### src/rtl/multi_cnt_if.sv
// Control and status bundle for the multi_cnt counter bank.
// An undriven delta keeps its DEFAULT_DELTA step in every channel.
interface multi_cnt_if #(
  parameter int NCH           = 2,
  parameter int WIDTH         = 4,
  parameter int DEFAULT_DELTA = 10
);
  localparam logic [WIDTH-1:0] DEF_STEP = WIDTH'(DEFAULT_DELTA);

  logic [NCH-1:0]       en;
  logic [NCH-1:0]       load;
  logic [NCH*WIDTH-1:0] load_val;
  logic [NCH*WIDTH-1:0] delta = {NCH{DEF_STEP}};
  logic [NCH-1:0]       down;
  logic                 clr_ovf;
  logic [NCH*WIDTH-1:0] cnt;
  logic [NCH-1:0]       evt;
  logic [NCH-1:0]       ovf;

  modport master (
    output en, load, load_val, delta, down, clr_ovf,
    input  cnt, evt, ovf
  );

  modport slave (
    input  en, load, load_val, delta, down, clr_ovf,
    output cnt, evt, ovf
  );
endinterface

### src/rtl/multi_cnt.sv
// Bank of NCH independent WIDTH-bit up/down counters with wrap or saturate
// on over/underflow, a one-cycle event pulse and a sticky overflow flag.
module multi_cnt #(
  parameter int NCH      = 2,
  parameter int WIDTH    = 4,
  parameter int INITVAL  = 0,
  parameter int SATURATE = 0
) (
  input logic        clock,
  input logic        resetn,
  multi_cnt_if.slave bus
);
  localparam logic [WIDTH-1:0] INIT_VAL = WIDTH'(INITVAL);

  genvar gi;
  generate
    for (gi = 0; gi < NCH; gi++) begin : g_ch
      logic [WIDTH-1:0] cnt_reg = INIT_VAL;
      logic [WIDTH-1:0] cnt_next;
      logic             evt_reg = 1'b0;
      logic             evt_next;
      logic             ovf_reg = 1'b0;
      logic             ovf_next;
      logic [WIDTH-1:0] step;
      logic [WIDTH:0]   sum;
      logic             flow;

      assign step = bus.delta[gi*WIDTH +: WIDTH];

      // The extra sum bit carries the overflow; underflow is a plain compare.
      always_comb begin
        sum      = '0;
        flow     = 1'b0;
        cnt_next = cnt_reg;
        evt_next = 1'b0;
        if (bus.down[gi]) begin
          sum  = {1'b0, cnt_reg} - {1'b0, step};
          flow = (cnt_reg < step);
        end else begin
          sum  = {1'b0, cnt_reg} + {1'b0, step};
          flow = sum[WIDTH];
        end
        if (bus.load[gi]) begin
          cnt_next = bus.load_val[gi*WIDTH +: WIDTH];
        end else if (bus.en[gi]) begin
          evt_next = flow;
          if (flow && (SATURATE != 0)) begin
            cnt_next = bus.down[gi] ? '0 : '1;
          end else begin
            cnt_next = sum[WIDTH-1:0];
          end
        end
        // A fresh event beats a simultaneous clear.
        ovf_next = evt_next | (ovf_reg & ~bus.clr_ovf);
      end

      always_ff @(posedge clock) begin
        if (!resetn) begin
          cnt_reg <= INIT_VAL;
          evt_reg <= 1'b0;
          ovf_reg <= 1'b0;
        end else begin
          cnt_reg <= cnt_next;
          evt_reg <= evt_next;
          ovf_reg <= ovf_next;
        end
      end

      assign bus.cnt[gi*WIDTH +: WIDTH] = cnt_reg;
      assign bus.evt[gi]                = evt_reg;
      assign bus.ovf[gi]                = ovf_reg;
    end
  endgenerate
endmodule

### src/flat_wrapper.sv
// flat-port wrapper written by rule: the top's interface ports become plain ports
module multi_cnt_flat 
#(
  parameter int NCH      = 2,
  parameter int WIDTH    = 4,
  parameter int INITVAL  = 0,
  parameter int SATURATE = 0
)
  (clock, resetn, bus_en, bus_load, bus_load_val, bus_down, bus_clr_ovf, bus_cnt, bus_evt, bus_ovf);
  multi_cnt_if #(.NCH(NCH), .WIDTH(WIDTH), .DEFAULT_DELTA(10)) bus_i ();
  input logic clock;
  input logic resetn;
  input wire logic [$bits(bus_i.en)-1:0] bus_en;
  input wire logic [$bits(bus_i.load)-1:0] bus_load;
  input wire logic [$bits(bus_i.load_val)-1:0] bus_load_val;
  input wire logic [$bits(bus_i.down)-1:0] bus_down;
  input wire logic [$bits(bus_i.clr_ovf)-1:0] bus_clr_ovf;
  output wire logic [$bits(bus_i.cnt)-1:0] bus_cnt;
  output wire logic [$bits(bus_i.evt)-1:0] bus_evt;
  output wire logic [$bits(bus_i.ovf)-1:0] bus_ovf;
  assign bus_i.en = bus_en;
  assign bus_i.load = bus_load;
  assign bus_i.load_val = bus_load_val;
  assign bus_i.down = bus_down;
  assign bus_i.clr_ovf = bus_clr_ovf;
  assign bus_cnt = bus_i.cnt;
  assign bus_evt = bus_i.evt;
  assign bus_ovf = bus_i.ovf;
  multi_cnt #(.NCH(NCH), .WIDTH(WIDTH), .INITVAL(INITVAL), .SATURATE(SATURATE)) u_core (.clock(clock), .resetn(resetn), .bus(bus_i));
endmodule
### config.mk
export PLATFORM = sky130hd
export DESIGN_NAME = multi_cnt_flat
export DESIGN_NICKNAME = d
export VERILOG_FILES = /design/src/rtl/multi_cnt_if.sv /design/src/rtl/multi_cnt.sv /design/src/flat_wrapper.sv
export SDC_FILE = /design/constraint.sdc
export NUM_CORES = 1
export LEC_CHECK = 0
export ABC_CLOCK_PERIOD_IN_PS = 1950
export BUFFER_PORTS_ARGS = -buffer_cell sky130_fd_sc_hd__buf_2
export CORE_MARGIN = 2
export CORE_UTILIZATION = 45
export CTS_BUF_LIST = sky130_fd_sc_hd__clkbuf_8 sky130_fd_sc_hd__clkbuf_16
export CTS_CLUSTER_SIZE = 20
export DETAILED_ROUTE_END_ITERATION = 8
export GPL_ROUTABILITY_DRIVEN = 0
export PLACE_DENSITY = 0.76
export SLEW_MARGIN = 20
export SYNTH_ARGS = -nofsm -noshare
export SYNTH_HDL_FRONTEND = slang
export SYNTH_SLANG_ARGS = --single-unit
### constraint.sdc
create_clock -name clock -period 1.95 [get_ports clock]
set_input_delay 0.39 -clock clock [delete_from_list [all_inputs] [get_ports clock]]
set_output_delay 0.39 -clock clock [all_outputs]
set_load 0.005 [all_outputs]
==> results.json, run 1 <==
{
  "tightestPinTransition_ps": 346,
  "chipHeight_um": 42.4,
  "synth.cell_area_um2": 663,
  "cp_max_fo": 6,
  "layout.cells.most_common": "sky130_fd_sc_hd__buf_2",
  "final_tns_setup_ps": 0,
  "horizontal_extent_of_the_die_um": 42.4,
  "max-slew-margin-rel": 0.767,
  "die_area_mm2": 0.00180,
  "cts_tree": "yes",
  "fmax_ghz": 0.671,
  "grt_util_met1": 0.171,
  "outcome": "finished clean",
  "maximum_number_of_pins_on_one_net_before_global_route_repair": 12,
  "wl_um": 1180,
  "timing.critical_path.to_type": "flip-flop",
  "gr-usage-all-layers": 0.150,
  "detailedRoute.firstPassIterationCount": 4,
  "post_drt_wl_per_cell_um": 10.6,
  "timing.max_cap.violations": 0,
  "grt_use_met3": 0.0776,
  "insertion_delay_ps": 240,
  "report.final.hold_viol_count": 0,
  "post_cts_buffers": 0,
  "postSynthAreaPerCell_um2": 9.21,
  "synth-edff-count": 0,
  "numClockSinks": 12,
  "total_of_flip_flops_plus_latches_after_synthesis": 12,
  "yosysTopAreaCellShare": 0.362,
  "detailedPlacementHpwl_um": 925,
  "finalCriticalPeriod_ps": 1490,
  "worstSetupPathType": "reg -> reg",
  "fin_crit_sh": 0.764,
  "top_usage_layer_grt": "met2",
  "setup_violations": 0,
  "detail_route.drc_violations": 0,
  "ctsResizeCount": 0,
  "cts_hold_buffers": 0,
  "antenna-diode-count": 0,
  "setup_slack_after_layout_ps": 460,
  "grt_pass1_wl_um": 1990,
  "final.setup_skew_ps": 0.687,
  "unrepaired_setup_endpoints_after_global_routing": "no",
  "critical_path_arrival_ps": 1620,
  "yosys_warnings": 0,
  "synth_async_sr_flop_share": 0,
  "worst_ir_drop_vdd_mv": 0.548,
  "cp_data_required_time_ps": 2080,
  "cts_buffers": 3,
  "synth.top_cells.by_area": "sky130_fd_sc_hd__dfxtp_1 (36%), sky130_fd_sc_hd__ha_1 (7.5%), sky130_fd_sc_hd__xnor2_1 (5.3%), sky130_fd_sc_hd__buf_4 (4.5%), sky130_fd_sc_hd__mux2_4 (4.5%)",
  "row_count": 13,
  "post-synth-top-area-cell": "sky130_fd_sc_hd__dfxtp_1",
  "h-tree-depth": 1,
  "detailedRoute.firstIterationViolations": 3,
  "finalNonFillerCells": 111,
  "clock_pin_slew_worst_setup_and_hold_paths_ps": 50,
  "largest_reg_flops": 8,
  "layout.nets": 119,
  "yosysUniqueCellTypes": 23,
  "numPlacedInstances": 108,
  "number_of_antenna_violating_nets_in_the_routed_design": 0,
  "clock_path_buffers": 2,
  "via_count": 541,
  "critPathLaunchType": "flip-flop",
  "finalMaxSlewViolations": 0,
  "worst_setup_slack_after_placement_ps": 458,
  "pwr_density_cell_mw_per_mm2": 739,
  "grtUsageMet2": 0.228,
  "layout-drive-gt1-share": 0.344,
  "yosysSeqAreaShare": 0.362,
  "area_growth_pct": 24.0,
  "io_buffers": 28,
  "antenna_found_initial": 0,
  "coreArea_mm2": 0.00133,
  "globalRouteOverflowTotal": 0,
  "power.static_leakage_nw": 0.451,
  "grt_pass1_vias": 489,
  "starting_density_of_the_core": 0.497,
  "boundaryPins": 29,
  "cts-root-buf": "sky130_fd_sc_hd__clkbuf_8",
  "synth_fp_nets": 93,
  "viasPerCell": 4.87,
  "yosys_most_used_dff": "sky130_fd_sc_hd__dfxtp_1",
  "most-common-layout-cells": "sky130_fd_sc_hd__buf_2 (28), sky130_fd_sc_hd__dfxtp_1 (12), sky130_fd_sc_hd__inv_1 (6), sky130_fd_sc_hd__nand2_1 (6)",
  "min-delay-path-class": "in -> reg",
  "synthCells": 72
}
-- worst paths after layout --
check	startpoint	to	slack [ps]	cells after the start
hold / removal	bus_load_val[2]	u_core.g_ch[0].cnt_reg[2]$_SDFFE_PN0N_	400	3
hold reg to reg	u_core.g_ch[1].ovf_reg$_SDFF_PN0_	u_core.g_ch[1].ovf_reg$_SDFF_PN0_	450	1
setup / recovery	u_core.g_ch[0].cnt_reg[1]$_SDFFE_PN0N_	u_core.g_ch[0].cnt_reg[3]$_SDFFE_PN0N_	460	5
setup reg to reg	u_core.g_ch[0].cnt_reg[1]$_SDFFE_PN0N_	u_core.g_ch[0].cnt_reg[3]$_SDFFE_PN0N_	460	5
-- cell usage after synthesis, types with 3 or more instances --
cell                       number
sky130_fd_sc_hd__inv_1          6
sky130_fd_sc_hd__clkbuf_1       3
sky130_fd_sc_hd__buf_4          4
sky130_fd_sc_hd__dfxtp_1       12
sky130_fd_sc_hd__ha_1           4
sky130_fd_sc_hd__nand2_1        6
sky130_fd_sc_hd__xnor2_1        4
sky130_fd_sc_hd__nor2b_1        3
-- report_power, final --
part / internal [W] / total (W) / switching (W)
sequential: 0.000262 / 0.000278 / 0.0000161
combinational: 0.0000633 / 0.000111 / 0.0000478
clock: 0.000135 / 0.000218 / 0.0000828
total: 0.000461 / 0.000608 / 0.000147
-- routing by layer --
metal / part of all wire / vias to the layer above
li1: - / 289
met1: 0.45 / 229
met2: 0.46 / 19
met3: 0.071 / 4
met4: 0.015 / 0
met5: 0 / -
-- critical path, stage by stage (launching register included) --
cell and delay, ps:
sky130_fd_sc_hd__dfxtp_1 420, sky130_fd_sc_hd__inv_1 70, sky130_fd_sc_hd__ha_1 190, sky130_fd_sc_hd__mux2_4 260, sky130_fd_sc_hd__o21a_1 160, sky130_fd_sc_hd__o311a_1 270
-- cell type report --
class / instances / area (µm²)
flip-flops and latches: 12 / 240
fillers: 114 / 512
repair buffers: 28 / 140
clock buffers: 3 / 41.3
well taps: 15 / 18.8
multi-input cells: 47 / 359
inverters: 6 / 22.5
-- metrics by stage --
step | instance area, µm² | util | total power [W] | hold WS [ps]
CTS | 822 | 0.616 | 0.000616 | 397
global route | 822 | 0.616 | 0.000647 | 402
global placement | 781 | 0.585 | 0.000392 | 428
floorplan | 663 | - | 0.000355 | 428
detailed placement | 781 | 0.585 | 0.000396 | 441
finish | 822 | 0.616 | 0.000608 | 397
-- kinds of logic after synthesis --
logic type / count (synthesis) / synth area share
flops: 12 / 0.362
mux: 4 / 0.0755
simple gates: 19 / 0.145
fa+ha+maj: 4 / 0.0755
xor+xnor: 4 / 0.0528
compound gates: 16 / 0.192
buf+inv: 13 / 0.0962
Power figures use the tool's default switching activity.
==> run 2: changes to the inputs <==
ABC_CLOCK_PERIOD_IN_PS = 1430   (was 1950)
clock period = 1.43 ns   (was 1.95 ns; I/O delays follow)
==> results.json, run 2 (synthesis gave the netlist of run 1 again) <==
{
  "h-tree-depth": 1,
  "layout.cells.most_common": "sky130_fd_sc_hd__buf_2",
  "fin_crit_sh": 0.969,
  "coreArea_mm2": 0.00133,
  "largest_reg_flops": 8,
  "io_buffers": 28,
  "post_drt_wl_per_cell_um": 10.7,
  "critical_path_arrival_ps": 1500,
  "setup_violations": 0,
  "row_count": 13,
  "timing.critical_path.to_type": "flip-flop",
  "horizontal_extent_of_the_die_um": 42.4,
  "insertion_delay_ps": 230,
  "max-slew-margin-rel": 0.764,
  "clock_pin_slew_worst_setup_and_hold_paths_ps": 50,
  "cts_hold_buffers": 0,
  "detailedRoute.firstPassIterationCount": 5,
  "numClockSinks": 12,
  "final_non_filler_cell_area_um2": 857,
  "layout.nets": 122,
  "cts_buffers": 3,
  "post_cts_buffers": 0,
  "critPathLaunchType": "flip-flop",
  "worst_ir_drop_vdd_mv": 0.842,
  "finalMaxSlewViolations": 0,
  "starting_density_of_the_core": 0.497,
  "timing.max_cap.violations": 0,
  "clock_path_buffers": 2,
  "cts_tree": "yes",
  "unrepaired_setup_endpoints_after_global_routing": "no",
  "detail_route.drc_violations": 0,
  "detailedRoute.firstIterationViolations": 9,
  "min-delay-path-class": "in -> reg",
  "grt_pass1_vias": 541,
  "setup_slack_after_layout_ps": 44.7,
  "cp_max_fo": 6,
  "nFillCells": 113,
  "grt_pass1_wl_um": 2070,
  "layout-drive-gt1-share": 0.434,
  "number_of_antenna_violating_nets_in_the_routed_design": 0,
  "power.static_leakage_nw": 0.466,
  "chipHeight_um": 42.4,
  "finalCriticalPeriod_ps": 1390,
  "viasPerCell": 4.88,
  "ctsResizeCount": 1,
  "fmax_ghz": 0.722,
  "wl_um": 1230,
  "outcome": "finished clean",
  "pwr_density_cell_mw_per_mm2": 973,
  "most-common-layout-cells": "sky130_fd_sc_hd__buf_2 (28), sky130_fd_sc_hd__dfxtp_1 (8), sky130_fd_sc_hd__nand2_1 (6), sky130_fd_sc_hd__inv_1 (5), sky130_fd_sc_hd__xnor2_1 (4)",
  "worst_setup_slack_after_placement_ps": -46.6,
  "post-layout-total-power_w": 0.000834,
  "cts-root-buf": "sky130_fd_sc_hd__clkbuf_8",
  "die_area_mm2": 0.00180,
  "cell_area_reported_after_detailed_placement_um2": 806,
  "antenna-diode-count": 0,
  "cp_data_required_time_ps": 1540,
  "boundaryPins": 29,
  "maximum_number_of_pins_on_one_net_before_global_route_repair": 12,
  "worstSetupPathType": "reg -> reg",
  "layout.core_utilization": 0.643,
  "globalRouteOverflowTotal": 0,
  "gr-usage-all-layers": 0.152,
  "final.setup_skew_ps": 1.11,
  "detailedPlacementHpwl_um": 993,
  "via_count": 556,
  "report.final.hold_viol_count": 0,
  "area_growth_pct": 29.2,
  "antenna_found_initial": 0,
  "tightestPinTransition_ps": 350,
  "finalHoldWorstSlack_ps": 279
}
run 2: final cells by class:
class / instances / area, µm² / share of cell area
clock buffers: 3 / 41.3 / 0.0482
inverters: 6 / 22.5 / 0.0263
multi-input cells: 47 / 364 / 0.425
flip-flops and latches: 12 / 248 / 0.289
well taps: 15 / 18.8 / 0.0219
repair buffers: 31 / 163 / 0.190
run 2: metal layers:
metal  track usage  up-vias  share of wire  wire length [µm]
met5             0        -              0                 0
met2         0.262       15           0.48               592
met4        0.0500        0         0.0082                10
met3        0.0690        2          0.051                62
li1              -      297              -                 -
met1         0.164      242           0.46               559
run 2: critical path: stages, from the launching register on:
cell	delay (ps)
sky130_fd_sc_hd__dfxtp_4	370
sky130_fd_sc_hd__inv_2	30
sky130_fd_sc_hd__ha_2	150
sky130_fd_sc_hd__mux2_4	260
sky130_fd_sc_hd__o21a_1	180
sky130_fd_sc_hd__o311a_1	280
run 2: worst paths after layout:
| kind | from | to | slack (ps) | depth (start not counted) |
|---|---|---|---|---|
| max | u_core.g_ch[0].cnt_reg[2]$_SDFFE_PN0N_ | u_core.g_ch[0].cnt_reg[3]$_SDFFE_PN0N_ | 40 | 5 |
| min | bus_load_val[2] | u_core.g_ch[0].cnt_reg[2]$_SDFFE_PN0N_ | 280 | 3 |
| max reg2reg | u_core.g_ch[0].cnt_reg[2]$_SDFFE_PN0N_ | u_core.g_ch[0].cnt_reg[3]$_SDFFE_PN0N_ | 40 | 5 |
| min reg2reg | u_core.g_ch[0].ovf_reg$_SDFF_PN0_ | u_core.g_ch[0].ovf_reg$_SDFF_PN0_ | 450 | 1 |
run 2: metrics by stage:
stage	std cells	setup TNS, ps
finish	114	0
detailed placement	111	-46.6
global placement	111	0
CTS	114	0
global route	114	0
floorplan	72	0
run 2: power by group:
| part | internal [W] | switching, W |
|---|---|---|
| Sequential | 0.000359 | 0.0000181 |
| Combinational | 0.0000961 | 0.0000730 |
| Clock | 0.000184 | 0.000104 |
==> run 3: changes to the inputs <==
CTS_BUF_LIST = sky130_fd_sc_hd__clkbuf_16   (was sky130_fd_sc_hd__clkbuf_8 sky130_fd_sc_hd__clkbuf_16)
==> results.json, run 3 (synthesis gave the netlist of run 1 again) <==
{
  "clock_path_buffers": 2,
  "final.setup_skew_ps": 1.10,
  "max-slew-margin-rel": 0.765,
  "most-common-layout-cells": "sky130_fd_sc_hd__buf_2 (28), sky130_fd_sc_hd__dfxtp_1 (8), sky130_fd_sc_hd__nand2_1 (6), sky130_fd_sc_hd__inv_1 (5), sky130_fd_sc_hd__xnor2_1 (4)",
  "unrepaired_setup_endpoints_after_global_routing": "no",
  "insertion_delay_ps": 230,
  "critical_path_arrival_ps": 1500,
  "report.final.hold_viol_count": 0,
  "pwr_density_cell_mw_per_mm2": 1160,
  "layout-drive-gt1-share": 0.434,
  "starting_density_of_the_core": 0.497,
  "cts_tree": "yes",
  "gr-usage-all-layers": 0.159,
  "maximum_number_of_pins_on_one_net_before_global_route_repair": 12,
  "via_count": 562,
  "final_non_filler_cell_area_um2": 891,
  "power.static_leakage_nw": 0.481,
  "worst-r2r-setup-slack_ps": 50,
  "fmax_ghz": 0.724,
  "horizontal_extent_of_the_die_um": 42.4,
  "die_area_mm2": 0.00180,
  "cp_data_required_time_ps": 1550,
  "io_buffers": 28,
  "layout.nets": 122,
  "finalMaxSlewViolations": 0,
  "hp-start": "bus_load_val[2]",
  "critPathLaunchType": "flip-flop",
  "crit_chain": "inv_2, ha_2, mux2_4, o21a_1, o311a_1",
  "final_tns_setup_ps": 0,
  "detailedRoute.firstIterationViolations": 9,
  "detail_route.drc_violations": 0,
  "area_growth_pct": 34.3,
  "row_count": 13,
  "detailedRoute.firstPassIterationCount": 5,
  "cp_max_fo": 6,
  "tightestPinTransition_ps": 349,
  "worstSetupPathType": "reg -> reg",
  "post_drt_wl_per_cell_um": 10.8,
  "grt_pass1_wl_um": 2120,
  "wl_um": 1240,
  "detailedPlacementHpwl_um": 993,
  "viasPerCell": 4.93,
  "numClockSinks": 12,
  "fin_crit_sh": 0.966,
  "outcome": "finished clean",
  "timing.critical_path.to_type": "flip-flop",
  "coreArea_mm2": 0.00133,
  "largest_reg_flops": 8,
  "finalCriticalPeriod_ps": 1380,
  "h-tree-depth": 1,
  "timing.max_cap.violations": 0,
  "cell_area_reported_after_detailed_placement_um2": 806,
  "timing.critical_path.slowest_cell_delay_ps": 360,
  "nFillCells": 109,
  "boundaryPins": 29,
  "layout.cells.most_common": "sky130_fd_sc_hd__buf_2",
  "worstReg2RegStart": "u_core.g_ch[0].cnt_reg[2]$_SDFFE_PN0N_",
  "min-delay-path-class": "in -> reg",
  "cts_hold_buffers": 0,
  "clock_pin_slew_worst_setup_and_hold_paths_ps": 40,
  "post_cts_buffers": 0,
  "number_of_antenna_violating_nets_in_the_routed_design": 0,
  "post-layout-total-power_w": 0.00104,
  "antenna_found_initial": 0,
  "cp_slowest_cell": "sky130_fd_sc_hd__dfxtp_4",
  "cts-root-buf": "sky130_fd_sc_hd__clkbuf_16",
  "antenna-diode-count": 0,
  "worst_ir_drop_vdd_mv": 1.27,
  "grt_pass1_vias": 546,
  "globalRouteOverflowTotal": 0,
  "chipHeight_um": 42.4,
  "setup_violations": 0,
  "cts_buffers": 3,
  "worstSetupStartpoint": "u_core.g_ch[0].cnt_reg[2]$_SDFFE_PN0N_"
}
[run 3: layout make-up]
cell class / instances / area, µm² / area share
sequential: 12 / 248 / 0.278
timing repair buffer: 31 / 163 / 0.183
multi-input combinational: 47 / 364 / 0.409
inverter: 6 / 22.5 / 0.0253
clock buffer: 3 / 75.1 / 0.0843
tap: 15 / 18.8 / 0.0211
[run 3: routing by layer]
| metal | global-route usage | share of wire | vias up |
|---|---|---|---|
| li1 | - | - | 300 |
| met1 | 0.169 | 0.46 | 243 |
| met2 | 0.262 | 0.47 | 17 |
| met3 | 0.0819 | 0.062 | 2 |
| met4 | 0.0688 | 0.0081 | 0 |
| met5 | 0 | 0 | - |
[run 3: path summary, 6_finish.rpt]
check / endpoint / depth (start not counted)
setup / recovery: u_core.g_ch[0].cnt_reg[3]$_SDFFE_PN0N_ / 5
hold / removal: u_core.g_ch[0].cnt_reg[2]$_SDFFE_PN0N_ / 3
setup reg to reg: u_core.g_ch[0].cnt_reg[3]$_SDFFE_PN0N_ / 5
hold reg to reg: u_core.g_ch[0].ovf_reg$_SDFF_PN0_ / 1
[run 3: what timing repair did]
item,in CTS,in global routing
endpoints found under the setup margin,1,3
hold endpoints to repair,0,0
gates resized for setup,1,6
gates cloned,0,0
pin swaps,0,0
[run 3: metrics by stage]
| stage | instances | worst slack (ps) | hold slack, ps | util |
|---|---|---|---|---|
| 2_1_floorplan | 72 | 19.9 | 417 | - |
| 3_3_place_gp | 111 | 19.7 | 429 | 0.604 |
| 3_5_place_dp | 111 | -46.6 | 442 | 0.604 |
| 4_1_cts | 114 | 4.11 | 291 | 0.661 |
| 5_1_grt | 114 | 4.23 | 304 | 0.668 |
| 6_report | 114 | 49.0 | 276 | 0.668 |
[run 3: critical path: cells and delay by family, from the launching register on]
family                     cells  cell delay, ps
AOI/OAI and AO/OA              2             460
DFF                            1             360
muxes                          1             260
adders and majority gates      1             150
buffers and inverters          1              30
[run 3: where the power goes]
group / internal, W / leakage (nW) / switching, W
registers: 0.000360 / 0.101 / 0.0000180
clock network: 0.000363 / 0.0370 / 0.000127
logic: 0.0000962 / 0.344 / 0.0000734
total: 0.000818 / 0.481 / 0.000219
